--- src/rtl/flag_register_if.sv ---
// Bundles the flag-register inputs (instruction side) and flag outputs
// (branch/hazard side) between the pipeline and flag_register.
interface flag_register_if;
  logic        En;
  logic        Stall;
  logic        Flush;
  logic [3:0]  Opcode;
  logic [15:0] Result;
  logic        Ovfl;
  logic [2:0]  F_out;
  logic [2:0]  F_fwd;
  logic        Busy;
  logic        Halted;

  modport master (
    output En, Stall, Flush, Opcode, Result, Ovfl,
    input  F_out, F_fwd, Busy, Halted
  );

  modport slave (
    input  En, Stall, Flush, Opcode, Result, Ovfl,
    output F_out, F_fwd, Busy, Halted
  );
endinterface

--- src/rtl/flag_register.sv ---
// Condition-flag register {N, V, Z}: one-cycle pending stage, then commit.
// Optional macro FLAG_FWD_EN bypasses the pending update onto F_fwd and ties Busy low.
module flag_register #(
  parameter logic [2:0] FLAG_RESET = 3'b000
) (
  input  logic           clk,
  input  logic           rst_n,
  flag_register_if.slave bus
);

  logic [2:0] mask;
  logic       is_hlt;
  logic [2:0] new_val;
  logic       accept;
  logic [2:0] f_out;
  logic [2:0] merged;
  logic       p_valid;
  logic [2:0] p_mask;
  logic [2:0] p_val;
  logic       halted;

  always_comb begin
    mask   = 3'b000;
    is_hlt = 1'b0;
    case (bus.Opcode)
      4'b0000, 4'b0001:                   mask = 3'b111;
      4'b0010, 4'b0100, 4'b0101, 4'b0110: mask = 3'b001;
      4'b1111:                            is_hlt = 1'b1;
      default:                            mask = 3'b000;
    endcase
  end

  assign new_val = {bus.Result[15], bus.Ovfl, (bus.Result == 16'h0000)};
  assign accept  = bus.En & ~bus.Flush & ~bus.Stall & ~halted;
  assign merged  = (f_out & ~p_mask) | (p_val & p_mask);

  // Commit of the older update and capture of the newer one share an edge.
  always_ff @(posedge clk or negedge rst_n) begin
    if (!rst_n) begin
      f_out   <= FLAG_RESET;
      p_valid <= 1'b0;
      p_mask  <= 3'b000;
      p_val   <= 3'b000;
      halted  <= 1'b0;
    end else if (!bus.Stall) begin
      p_valid <= accept & (mask != 3'b000);
      p_mask  <= mask;
      p_val   <= new_val;
      if (p_valid)
        f_out <= merged;
      if (accept && is_hlt)
        halted <= 1'b1;
    end
  end

  assign bus.F_out  = f_out;
  assign bus.Halted = halted;

`ifdef FLAG_FWD_EN
  assign bus.F_fwd = p_valid ? merged : f_out;
  assign bus.Busy  = 1'b0;
`else
  assign bus.F_fwd = f_out;
  assign bus.Busy  = p_valid;
`endif

endmodule

--- src/flat_wrapper.sv ---
// flat-port wrapper written by rule: the top's interface ports become plain ports
module flag_register_flat 
#(
  parameter logic [2:0] FLAG_RESET = 3'b000
)
  (clk, rst_n, bus_En, bus_Stall, bus_Flush, bus_Opcode, bus_Result, bus_Ovfl, bus_F_out, bus_F_fwd, bus_Busy, bus_Halted);
  flag_register_if bus_i ();
  input  logic clk;
  input  logic rst_n;
  input wire logic [$bits(bus_i.En)-1:0] bus_En;
  input wire logic [$bits(bus_i.Stall)-1:0] bus_Stall;
  input wire logic [$bits(bus_i.Flush)-1:0] bus_Flush;
  input wire logic [$bits(bus_i.Opcode)-1:0] bus_Opcode;
  input wire logic [$bits(bus_i.Result)-1:0] bus_Result;
  input wire logic [$bits(bus_i.Ovfl)-1:0] bus_Ovfl;
  output wire logic [$bits(bus_i.F_out)-1:0] bus_F_out;
  output wire logic [$bits(bus_i.F_fwd)-1:0] bus_F_fwd;
  output wire logic [$bits(bus_i.Busy)-1:0] bus_Busy;
  output wire logic [$bits(bus_i.Halted)-1:0] bus_Halted;
  assign bus_i.En = bus_En;
  assign bus_i.Stall = bus_Stall;
  assign bus_i.Flush = bus_Flush;
  assign bus_i.Opcode = bus_Opcode;
  assign bus_i.Result = bus_Result;
  assign bus_i.Ovfl = bus_Ovfl;
  assign bus_F_out = bus_i.F_out;
  assign bus_F_fwd = bus_i.F_fwd;
  assign bus_Busy = bus_i.Busy;
  assign bus_Halted = bus_i.Halted;
  flag_register #(.FLAG_RESET(FLAG_RESET)) u_core (.clk(clk), .rst_n(rst_n), .bus(bus_i));
endmodule
--- config.mk ---
export PLATFORM = sky130hd
export DESIGN_NAME = flag_register_flat
export DESIGN_NICKNAME = d
export VERILOG_FILES = /design/src/rtl/flag_register_if.sv /design/src/rtl/flag_register.sv /design/src/flat_wrapper.sv
export SDC_FILE = /design/constraint.sdc
export NUM_CORES = 1
export LEC_CHECK = 0
export CORE_UTILIZATION = 36
export CTS_CLUSTER_DIAMETER = 40
export DETAILED_ROUTE_END_ITERATION = 8
export GPL_TIMING_DRIVEN = 0
export PLACE_DENSITY = 0.83
export SYNTH_ARGS = -nofsm -noshare
export SYNTH_HDL_FRONTEND = slang
export SYNTH_SLANG_ARGS = --single-unit
--- constraint.sdc ---
create_clock -name clk -period 1.93 [get_ports clk]
set_input_delay 0.4825 -clock clk [delete_from_list [all_inputs] [get_ports clk]]
set_output_delay 0.4825 -clock clk [all_outputs]
set_load 0.01 [all_outputs]
==> flow_summary_export.csv <==
group,metric,value,unit
run_status,status,"complete, no violations",
die,core_area,0.00119,mm²
worst_setup_path,cp_max_fo,3,
synth,synth_commonest_cells,"10 x dfrtp_1, 8 x nand2_1, 5 x mux2_2",
clock_tree,ctsLongestPathBuffers,2,
synth,synth_area_leaders,"dfrtp_1 51%, mux2_2 11%, nor4_2 7.7%",
synth,ys_ff_latch,10,
worst_setup_path,path_class,"flip-flop to output port",
synth,synth-main-ff-cell,"dfrtp_1",
worst_setup_path,crit_chain,"buf_4 -> clkdlybuf4s50_1",
power,power.total,431,µW
power,p_clk_frac,0.306,
cells_and_area,drive_above_1_share,0.221,
global_route,grt_max_degree,11,
synth,synth_fp_nets,67,
sta,period_share,0.891,
worst_setup_path,critPathRequiredTime,1450,ps
cells_and_area,area_growth,75.5,%
die,initial_core_util,0.414,
clock_tree,numCtsBuffers,3,
power,intPower,343,µW
flow_run,max_cap_viol_count,0,
worst_setup_path,critical_path.max_stage_delay,520,ps
synth,yosys_warnings,0,
die,fp.dieH,38.9,µm
synth,synth_most_common_cell,"dfrtp_1",
die,pin_count,34,
worst_setup_path,path_buf_inv,2,
cells_and_area,antenna_cells,0,
sta,maxSlewViolCount,0,
worst_setup_path,arrival,1240,ps
sta,fin_worst_skew,1.53,ps
sta,fmaxAchievable,581,MHz
sta,rsz0062_at_grt,"false",
power,p_leak,0.361,nW
global_route,grt-ovfl-total,0,
worst_setup_path,critPathCaptureType,"output port",
route,wl,1.10,mm
worst_setup_path,crit_path_start_kind,"flip-flop",
synth,netlist_instances,41,
synth,syn-cell-area,490,µm²
sta,setup_tns,0,ps
cells_and_area,fill_cells,97,
clock_tree,cts_tree,"built",
power,power.density,501,mW/mm²
worst_hold_path,hold_path_class,"flip-flop to flip-flop",
place,portBuffers,33,
global_route,antenna_found_initial,0,
sta,worstMarginPinSlew,444,ps
route,viasPerCell,4.97,
die,die-area,0.00151,mm²
worst_setup_path,slowest_stage,"clkdlybuf4s50_1",
clock_tree,post_cts_buffers,0,
route,firstDrtPassIters,4,
power,switching_share,0.204,
clock_tree,cts_resized,0,
place,place_area,838,µm²
sta,fin_crit,1720,ps
clock_tree,clock_sinks,10,
route,via_count,452,
route,first_iter_violations,6,
clock_tree,cts.clk_slew.worst_paths,60,ps
synth,synth.distinct_cells,14,
route,ant_nets,0,
global_route,grt_pass1_wl,1.82,mm
power,combinationalPowerShare,0.183,
worst_setup_path,crit_family,"buffers and inverters",
global_route,track_usage,0.186,
clock_tree,ctsHtreeMaxLevel,1,
cells_and_area,final_cell_area,861,µm²
clock_tree,clock_latency,250,ps
die,die_w,38.9,µm
route,wl_per_cell,12.1,µm
global_route,grt_pass1_vias,441,
cells_and_area,fin_nets,105,
die,std_cell_rows,12,
sta,setup_viol,0,
place,place_congestion,0.615,
synth,synth_top_cell_by_area,"dfrtp_1",
clock_tree,cts_hold_buf,0,
sta,relSlewSlack,0.703,
cells_and_area,fin_util,0.726,
synth,ys_seq_area_frac,0.510,
synth,syn-mean-instance-area,12.0,µm²
route,drc_errors,0,
power,total_switching_power,87.8,µW
clock_tree,cts_root_buffer,"clkbuf_4",
power,vdd_drop_max,428,µV
power,p_seq_frac,0.511,
sta,hold_viol,0,
synth,yosysTopAreaCellShare,0.510,
synth,synth_async_sr_flop_share,1.00,
synth,synth_edf_count,0,
## final timing paths
kind,endpoint,cells after the start,start,slack [ps]
worst max-delay path,bus_F_out[1],2,flip-flop,210
worst min-delay path,u_core.p_mask[0],2,u_core.p_mask[0],480
worst max register to register,flip-flop,3,u_core.bus.Busy,820
worst min register to register,u_core.p_mask[0],2,u_core.p_mask[0],480
max in group asynchronous,u_core.bus.Busy,1,rst_n,1080
min in group asynchronous,asynchronous set/reset pin,1,rst_n,540
## power by group through the flow
stage | clock, mW | combinational [mW] | sequential, mW
6_report | 0.132 | 0.0790 | 0.220
3_3_place_gp | 0 | 0.0775 | 0.224
2_1_floorplan | 0 | 0.0167 | 0.223
5_1_grt | 0.148 | 0.0847 | 0.221
4_1_cts | 0.136 | 0.0798 | 0.220
3_5_place_dp | 0 | 0.0793 | 0.224
## cell usage in the layout (no fill, tap or decap)
master	netlist	final
inv_1	1	1
o21ai_0	1	1
dfrtp_1	10	10
nand2_1	8	8
buf_6	1	1
nor2b_2	1	1
nor2_1	1	1
clkbuf_4	0	3
nor4_2	3	3
nand4_1	1	1
o41ai_1	3	3
mux2_2	5	5
clkdlybuf4s50_1	0	33
nand2b_1	2	2
buf_4	3	3
o41ai_2	1	1
## cell type report
class	count	area, µm²	area share
buffer	4	33.8	0.0392
clock buffer	3	22.5	0.0262
inverter	1	3.75	0.00436
multi-input combinational	26	203	0.235
sequential	10	250	0.291
tap	14	17.5	0.0203
timing repair buffer	33	330	0.384
## stage by stage
| step | instances | hold slack, ps | setup WS [ps] |
|---|---|---|---|
| final | 91 | 482 | 210 |
| after global routing | 91 | 512 | 135 |
| after CTS | 91 | 489 | 196 |
| after detailed placement | 88 | 475 | 274 |
| after global placement | 88 | 465 | 275 |
| after floorplan | 41 | 187 | 800 |
## kinds of logic (layout without fill, tap and decap cells)
kind of cell           Yosys count  in the layout  share of synthesized area
and+or+nand+nor                 16             16                      0.202
DFF                             10             10                      0.510
AOI/OAI and AO/OA                5              5                     0.0969
muxes                            5              5                      0.115
buffers and inverters            5             41                     0.0765
## metal layers
layer	wire length, µm	share of wire	vias to the layer above	GRT usage
met3	71	0.064	0	0.0636
met5	0	0	-	0
met1	472	0.43	209	0.202
met2	560	0.51	22	0.321
met4	0	0	0	0.0862
li1	-	-	221	-
## tightest hold or removal path, stage by stage (launching register included)
cell and delay (ps):
dfrtp_1 340, nand2_1 50, o21ai_0 60
(Power assumes the default switching activity.)
